===== src/rtl/remap_cache_fill_sched_if.sv =====
// Fill-line handshake from the DRAM read path plus the cache write (wad) port of the remap cache.
interface remap_cache_fill_sched_if #(
  parameter int N_ICFG  = 4,
  parameter int HBW     = 6,
  parameter int DBW     = 16,
  parameter int VSIZE   = 32,
  parameter int ICFG_BW = $clog2(N_ICFG + 1)
);
  logic                      fill_rdy;
  logic                      fill_ack;
  logic [ICFG_BW-1:0]        fill_id;
  logic [VSIZE-1:0][DBW-1:0] fill_data;
  logic                      wad_dval;
  logic [ICFG_BW-1:0]        wid;
  logic [HBW-1:0]            whiaddr;
  logic [VSIZE-1:0][DBW-1:0] wdata;

  modport master (
    output fill_rdy, fill_id, fill_data,
    input  fill_ack, wad_dval, wid, whiaddr, wdata
  );

  modport slave (
    input  fill_rdy, fill_id, fill_data,
    output fill_ack, wad_dval, wid, whiaddr, wdata
  );
endinterface


===== src/rtl/remap_cache_fill_sched.sv =====
// Fill-side scheduler: maps tagged lines into per-config circular cache regions under line-credit control.
// Optional macro REMAP_FILL_STALL_CNT_EN adds o_stall_cnt, a saturating count of zero-credit stall cycles.
module remap_cache_fill_sched #(
  parameter int N_ICFG  = 4,
  parameter int HBW     = 6,
  parameter int DBW     = 16,
  parameter int VSIZE   = 32,
  parameter int ICFG_BW = $clog2(N_ICFG + 1)
) (
  input  logic                       i_clk,
  input  logic                       i_rst,
  input  logic                       i_cfg_load,
  input  logic [N_ICFG-1:0][HBW-1:0] i_base,
  input  logic [N_ICFG-1:0][HBW:0]   i_nline,
  remap_cache_fill_sched_if.slave    fill_bus,
  input  logic                       i_free_dval,
  input  logic [ICFG_BW-1:0]         i_free_id,
  output logic [N_ICFG-1:0][HBW:0]   o_credit,
  output logic                       o_err
`ifdef REMAP_FILL_STALL_CNT_EN
  ,
  output logic [31:0]                o_stall_cnt
`endif
);
  localparam int IDX_BW = (N_ICFG > 1) ? $clog2(N_ICFG) : 1;

  logic [N_ICFG-1:0][HBW-1:0] base_r;
  logic [N_ICFG-1:0][HBW:0]   nline_r;
  logic [N_ICFG-1:0][HBW:0]   credit_r;
  logic [N_ICFG-1:0][HBW:0]   credit_nxt_s;
  logic [N_ICFG-1:0][HBW-1:0] wptr_r;
  logic                       err_r;
  logic                       wad_dval_r;
  logic [ICFG_BW-1:0]         wid_r;
  logic [HBW-1:0]             whiaddr_r;
  logic [VSIZE-1:0][DBW-1:0]  wdata_r;

  logic                       fill_id_ok_s;
  logic                       free_id_ok_s;
  logic [IDX_BW-1:0]          fill_idx_s;
  logic [IDX_BW-1:0]          free_idx_s;
  logic                       ack_s;
  logic                       wrap_s;
  logic                       fill_err_s;
  logic                       free_err_s;
  logic [N_ICFG-1:0]          inc_s;
  logic [N_ICFG-1:0]          dec_s;

  // Accept decision, error events and next-credit computation.
  always_comb begin
    fill_id_ok_s = (fill_bus.fill_id < ICFG_BW'(N_ICFG));
    free_id_ok_s = (i_free_id < ICFG_BW'(N_ICFG));
    fill_idx_s   = fill_bus.fill_id[IDX_BW-1:0];
    free_idx_s   = i_free_id[IDX_BW-1:0];
    ack_s        = fill_bus.fill_rdy && !i_cfg_load && fill_id_ok_s &&
                   (credit_r[fill_idx_s] != '0);
    wrap_s       = (({1'b0, wptr_r[fill_idx_s]} + (HBW+1)'(1)) == nline_r[fill_idx_s]);
    fill_err_s   = fill_bus.fill_rdy && !i_cfg_load &&
                   (!fill_id_ok_s || (nline_r[fill_idx_s] == '0));
    // A free matched by a same-id accept is a net no-op, never an overflow.
    free_err_s   = i_free_dval && !i_cfg_load &&
                   (!free_id_ok_s ||
                    ((credit_r[free_idx_s] == nline_r[free_idx_s]) &&
                     !(ack_s && (fill_idx_s == free_idx_s))));
    inc_s        = '0;
    dec_s        = '0;
    credit_nxt_s = credit_r;
    for (int k = 0; k < N_ICFG; k++) begin
      inc_s[k] = i_free_dval && free_id_ok_s && (free_idx_s == IDX_BW'(k));
      dec_s[k] = ack_s && (fill_idx_s == IDX_BW'(k));
      if (inc_s[k] && dec_s[k]) begin
        credit_nxt_s[k] = credit_r[k];
      end else if (dec_s[k]) begin
        credit_nxt_s[k] = credit_r[k] - (HBW+1)'(1);
      end else if (inc_s[k] && (credit_r[k] != nline_r[k])) begin
        credit_nxt_s[k] = credit_r[k] + (HBW+1)'(1);
      end else begin
        credit_nxt_s[k] = credit_r[k];
      end
    end
  end

  // Region table, write pointers, credits, sticky error and the registered write port.
  always_ff @(posedge i_clk or negedge i_rst) begin
    if (!i_rst) begin
      base_r     <= '0;
      nline_r    <= '0;
      credit_r   <= '0;
      wptr_r     <= '0;
      err_r      <= 1'b0;
      wad_dval_r <= 1'b0;
      wid_r      <= '0;
      whiaddr_r  <= '0;
      wdata_r    <= '0;
    end else if (i_cfg_load) begin
      base_r     <= i_base;
      nline_r    <= i_nline;
      credit_r   <= i_nline;
      wptr_r     <= '0;
      err_r      <= 1'b0;
      wad_dval_r <= 1'b0;
    end else begin
      wad_dval_r <= ack_s;
      credit_r   <= credit_nxt_s;
      if (ack_s) begin
        wid_r                <= fill_bus.fill_id;
        whiaddr_r            <= base_r[fill_idx_s] + wptr_r[fill_idx_s];
        wdata_r              <= fill_bus.fill_data;
        wptr_r[fill_idx_s]   <= wrap_s ? '0 : (wptr_r[fill_idx_s] + HBW'(1));
      end
      if (fill_err_s || free_err_s) begin
        err_r <= 1'b1;
      end
    end
  end

  assign fill_bus.fill_ack = ack_s;
  assign fill_bus.wad_dval = wad_dval_r;
  assign fill_bus.wid      = wid_r;
  assign fill_bus.whiaddr  = whiaddr_r;
  assign fill_bus.wdata    = wdata_r;
  assign o_credit          = credit_r;
  assign o_err             = err_r;

`ifdef REMAP_FILL_STALL_CNT_EN
  logic [31:0] stall_cnt_r;
  logic        stall_s;

  assign stall_s = fill_bus.fill_rdy && !i_cfg_load && fill_id_ok_s && (credit_r[fill_idx_s] == '0);

  // Saturating count of cycles a valid fill waits on an empty credit pool.
  always_ff @(posedge i_clk or negedge i_rst) begin
    if (!i_rst) begin
      stall_cnt_r <= 32'd0;
    end else if (i_cfg_load) begin
      stall_cnt_r <= 32'd0;
    end else if (stall_s && (stall_cnt_r != 32'hFFFF_FFFF)) begin
      stall_cnt_r <= stall_cnt_r + 32'd1;
    end
  end

  assign o_stall_cnt = stall_cnt_r;
`endif
endmodule


===== src/flat_wrapper.sv =====
// flat-port wrapper written by rule: the top's interface ports become plain ports
module remap_cache_fill_sched_flat 
#(
  parameter int N_ICFG  = 4,
  parameter int HBW     = 6,
  parameter int DBW     = 16,
  parameter int VSIZE   = 32,
  parameter int ICFG_BW = $clog2(N_ICFG + 1)
)
  (i_clk, i_rst, i_cfg_load, i_base, i_nline, i_free_dval, i_free_id, o_credit, o_err, fill_bus_fill_rdy, fill_bus_fill_id, fill_bus_fill_data, fill_bus_fill_ack, fill_bus_wad_dval, fill_bus_wid, fill_bus_whiaddr, fill_bus_wdata);
  remap_cache_fill_sched_if #(.N_ICFG(N_ICFG), .HBW(HBW), .DBW(DBW), .VSIZE(VSIZE), .ICFG_BW(ICFG_BW)) fill_bus_i ();
  input  logic i_clk;
  input  logic i_rst;
  input  logic i_cfg_load;
  input  logic [N_ICFG-1:0][HBW-1:0] i_base;
  input  logic [N_ICFG-1:0][HBW:0] i_nline;
  input  logic i_free_dval;
  input  logic [ICFG_BW-1:0] i_free_id;
  output logic [N_ICFG-1:0][HBW:0] o_credit;
  output logic o_err;
  input wire logic [$bits(fill_bus_i.fill_rdy)-1:0] fill_bus_fill_rdy;
  input wire logic [$bits(fill_bus_i.fill_id)-1:0] fill_bus_fill_id;
  input wire logic [$bits(fill_bus_i.fill_data)-1:0] fill_bus_fill_data;
  output wire logic [$bits(fill_bus_i.fill_ack)-1:0] fill_bus_fill_ack;
  output wire logic [$bits(fill_bus_i.wad_dval)-1:0] fill_bus_wad_dval;
  output wire logic [$bits(fill_bus_i.wid)-1:0] fill_bus_wid;
  output wire logic [$bits(fill_bus_i.whiaddr)-1:0] fill_bus_whiaddr;
  output wire logic [$bits(fill_bus_i.wdata)-1:0] fill_bus_wdata;
  assign fill_bus_i.fill_rdy = fill_bus_fill_rdy;
  assign fill_bus_i.fill_id = fill_bus_fill_id;
  assign fill_bus_i.fill_data = fill_bus_fill_data;
  assign fill_bus_fill_ack = fill_bus_i.fill_ack;
  assign fill_bus_wad_dval = fill_bus_i.wad_dval;
  assign fill_bus_wid = fill_bus_i.wid;
  assign fill_bus_whiaddr = fill_bus_i.whiaddr;
  assign fill_bus_wdata = fill_bus_i.wdata;
  remap_cache_fill_sched #(.N_ICFG(N_ICFG), .HBW(HBW), .DBW(DBW), .VSIZE(VSIZE), .ICFG_BW(ICFG_BW)) u_core (.i_clk(i_clk), .i_rst(i_rst), .i_cfg_load(i_cfg_load), .i_base(i_base), .i_nline(i_nline), .fill_bus(fill_bus_i), .i_free_dval(i_free_dval), .i_free_id(i_free_id), .o_credit(o_credit), .o_err(o_err));
endmodule

===== config.mk =====
export PLATFORM = sky130hd
export DESIGN_NAME = remap_cache_fill_sched_flat
export DESIGN_NICKNAME = d
export VERILOG_FILES = /design/src/rtl/remap_cache_fill_sched_if.sv /design/src/rtl/remap_cache_fill_sched.sv /design/src/flat_wrapper.sv
export SDC_FILE = /design/constraint.sdc
export NUM_CORES = 1
export LEC_CHECK = 0
export CAP_MARGIN = 25
export CORE_AREA = 2 2 433 435
export CTS_CLUSTER_DIAMETER = 40
export DETAILED_ROUTE_END_ITERATION = 8
export DIE_AREA = 0 0 435 437
export PLACE_DENSITY = 0.45
export REMOVE_ABC_BUFFERS = 1
export SKIP_CTS_REPAIR_TIMING = 1
export SKIP_LAST_GASP = 1
export SLEW_MARGIN = 40
export SYNTH_ARGS = -nofsm -noshare
export SYNTH_HDL_FRONTEND = slang
export SYNTH_SLANG_ARGS = --single-unit

===== constraint.sdc =====
create_clock -name i_clk -period 4.33 [get_ports i_clk]
set_input_delay 0.866 -clock i_clk [delete_from_list [all_inputs] [get_ports i_clk]]
set_output_delay 0.866 -clock i_clk [all_outputs]
set_load 0.02 [all_outputs]

==> flow_summary.ini <==
[clock_tree]
cts_root_buffer = clkbuf_16
cts_buffers = 151
clkSlewWorstSetupHoldPaths_ps = 40
insertion_delay_ps = 790
cts_buffer_depth = 3
cts_max_level = 4
cts_tree = built
clock_sinks = 627

[finish]
final_layout_size_suffix_gt1_frac = 0.0954
final_util = 0.249
area_growth_pct = 74.5
nets = 4640

[sta]
slew_violations = 0
fmax_mhz = 243
worst_pin_slew_ps = 965
post-route-period-util = 0.951
finalHoldViolations = 0
rsz0062_at_grt = no
setup_viol = 0
layout_setup_ws_ps = 214
worst_slew_margin_rel = 0.357
fin_skew_ps = 33.4
period_minus_slack_ps = 4120

[placement]
port_buffers = 1126
pre_cts_ws_ps = 256
globalplace.congestion = 0.921
dp.final_hpwl_um = 112000

[global_routing]
grt_pass1_vias = 24900
track_usage = 0.148
grt-ovfl-total = 0
antenna_found_initial = 36
grt_pass1_wl_um = 201000
grt_max_degree = 145

[synth]
synth_edf_count = 0
syn_inst = 2838
yosysUniqueCellTypes = 57
ys_seq_elements = 627
synth_area_per_cell_sq_um = 9.32
synth_warnings = 0
synth_area_sq_mm = 0.0265
synth-async-reset-ratio = 1.00
synthFlopType = dfrtp_1
ys_seq_area_frac = 0.593

[floorplan]
die_area_sq_mm = 0.190
fp.dieW_um = 435
initial_core_util = 0.143
dieHeight_um = 437
pin_count = 1127
rows = 158
core_area_sq_mm = 0.185

[routing]
dr_total_vias = 24500
routed_wl_um = 144000
route.detailed.drc = 0
ant_nets = 0
drt_iter0_markers = 1525
vias_per_cell = 3.68
drt-pass1-iter-count = 5
wl_per_cell_um = 21.7

[worst_setup_path]
cp_max_fo = 6
crit_path_start_kind = flop
worst-r2r-setup-slack_ps = 650
arrival_ps = 3250
path_class = flop to output pin
end_kind = output pin
cp_data_required_time_ps = 3460

[power_and_ir_drop]
ir_worst_vdd_mv = 0.276
p_leak_nw = 21.1
pwr_density_cell_mw_per_mm2 = 561

[job]
maxCapViolCount = 0

[hold_path]
hp-class = flop to flop

[run_status]
status = finished clean
## sequential cells by signal, summed over array words and instances, names as in the netlist
register and count:
u_core.fill_bus.wid 3, u_core.fill_bus.whiaddr 6, u_core.o_credit 28, u_core.fill_bus.wad_dval 1
u_core.wptr_r 24, u_core.fill_bus.wdata 512, u_core.base_r 24, u_core.o_err 1
u_core.nline_r 28
## logic make-up (layout without fill, tap and decap cells)
| group | count (synthesis) | after routing | share of synthesized area |
|---|---|---|---|
| flip-flops | 627 | 627 | 0.593 |
| adder cells (fa/ha/maj) | 31 | 31 | 0.0161 |
| multiplexers | 69 | 69 | 0.0433 |
| XOR/XNOR | 62 | 62 | 0.0205 |
| AND/OR/NAND/NOR | 1682 | 1682 | 0.245 |
| other | 0 | 10 | 0 |
| buffers and inverters | 210 | 1532 | 0.0420 |
| AO/OA/AOI/OAI | 157 | 157 | 0.0396 |
## metrics by stage
step           instances  total power, mW  setup TNS (ps)  hold slack (ps)  cell area (sq um)
4_1_cts             6639             26.4            -330             -121              46100
2_1_floorplan       2691             10.2               -              461              25600
5_1_grt             6646             27.1               0              481              46200
3_5_place_dp        6360             14.0               0              461              40700
6_report            6650             25.9               0              467              46200
3_3_place_gp        6359             14.0               0              456              40700
## critical path, stage by stage (launching register included)
cell and delay (ps):
dfrtp_1 500, or4_4 620, or2_0 250, mux2_2 300, and2_1 190, o21ai_4 250, inv_8 100, dlymetal6s2s_1 230
## Yosys cell counts, types with 5 or more instances
cell type,count,area (sq um)
a21o_1,6,45.0
a21oi_1,21,105
a31oi_1,9,56.3
a32o_1,24,240
and2_1,6,37.5
and3_1,6,37.5
buf_2,88,440
buf_6,27,304
clkbuf_1,26,97.6
dfrtp_1,627,15700
fa_1,5,100
ha_1,26,325
inv_1,60,225
mux2_2,34,383
mux4_2,33,743
nand2_1,1596,5990
nand3_1,9,45.0
nor2_1,19,71.3
nor2b_1,7,43.8
nor3_1,7,35.0
nor4_1,7,43.8
o21ai_0,64,320
or3_1,8,50.1
xnor2_1,36,315
xor2_1,26,228
## cell type report
| type | count | area [sq um] |
|---|---|---|
| Timing Repair Buffer | 1190 | 12000 |
| Sequential cell | 627 | 15700 |
| Fill cell | 20000 | 139000 |
| Antenna cell | 10 | 25.0 |
| Clock inverter | 82 | 1230 |
| Tap cell | 2480 | 3100 |
| Multi-Input combinational cell | 2001 | 9680 |
| Inverter | 63 | 244 |
| Clock buffer | 197 | 4180 |
## layout by cell type, fill, tap and decap left out, types with 4 or more instances in the layout
master           Yosys  routed
nor2_1              19      19
inv_1               60      60
nand3_1              9       9
clkbuf_8             0      19
and3_1               6       6
a22oi_1              4       4
clkinv_4             0       9
a31oi_1              9       9
clkinvlp_4           0      14
buf_4                3      45
a21o_1               6       6
nor4_1               7       7
a21oi_1             21      21
clkinv_2             0      23
bufinv_16            0      20
mux2_2              34      34
o21ai_0             64      64
nor3_1               7       7
mux4_2              33      33
nor2b_1              7       7
and2_1               6       6
diode_2              0      10
clkbuf_1            26      25
dfrtp_1            627     627
inv_16               0       4
buf_12               0      18
clkdlybuf4s50_1      0    1122
o211ai_1             4       4
nand2_1           1596    1596
ha_1                26      26
clkbuf_16            0     153
xor2_1              26      26
a32o_1              24      24
or3_1                8       8
xnor2_1             36      36
clkinv_16            0       6
fa_1                 5       5
## report_power, final
part	internal, mW	switching (mW)	total, mW
Sequential	6.92	0.784	7.70
Combinational	2.82	3.32	6.14
Clock	8.06	4.02	12.1
Total	17.8	8.13	25.9
## final timing paths
path / start / endpoint / cells past startpoint
worst max-delay path: u_core.o_credit[24] / fill_bus_fill_ack / 7
worst min register to register: u_core.fill_bus.wdata[401] / u_core.fill_bus.wdata[401] / 2
max in group asynchronous: i_rst / u_core.fill_bus.wdata[38] / 4
worst max register to register: u_core.o_credit[24] / u_core.fill_bus.wdata[298] / 9
worst min-delay path: u_core.fill_bus.wdata[401] / u_core.fill_bus.wdata[401] / 2
min in group asynchronous: i_rst / u_core.wptr_r[1] / 2
## layer usage
metal	up-vias	routed length, um	GRT usage
li1	11400	-	-
met1	12000	57700	0.173
met2	851	74600	0.263
met3	213	8430	0.0386
met4	8	3700	0.0453
met5	-	47	0
Note: power is estimated with default switching activity, not from simulation.
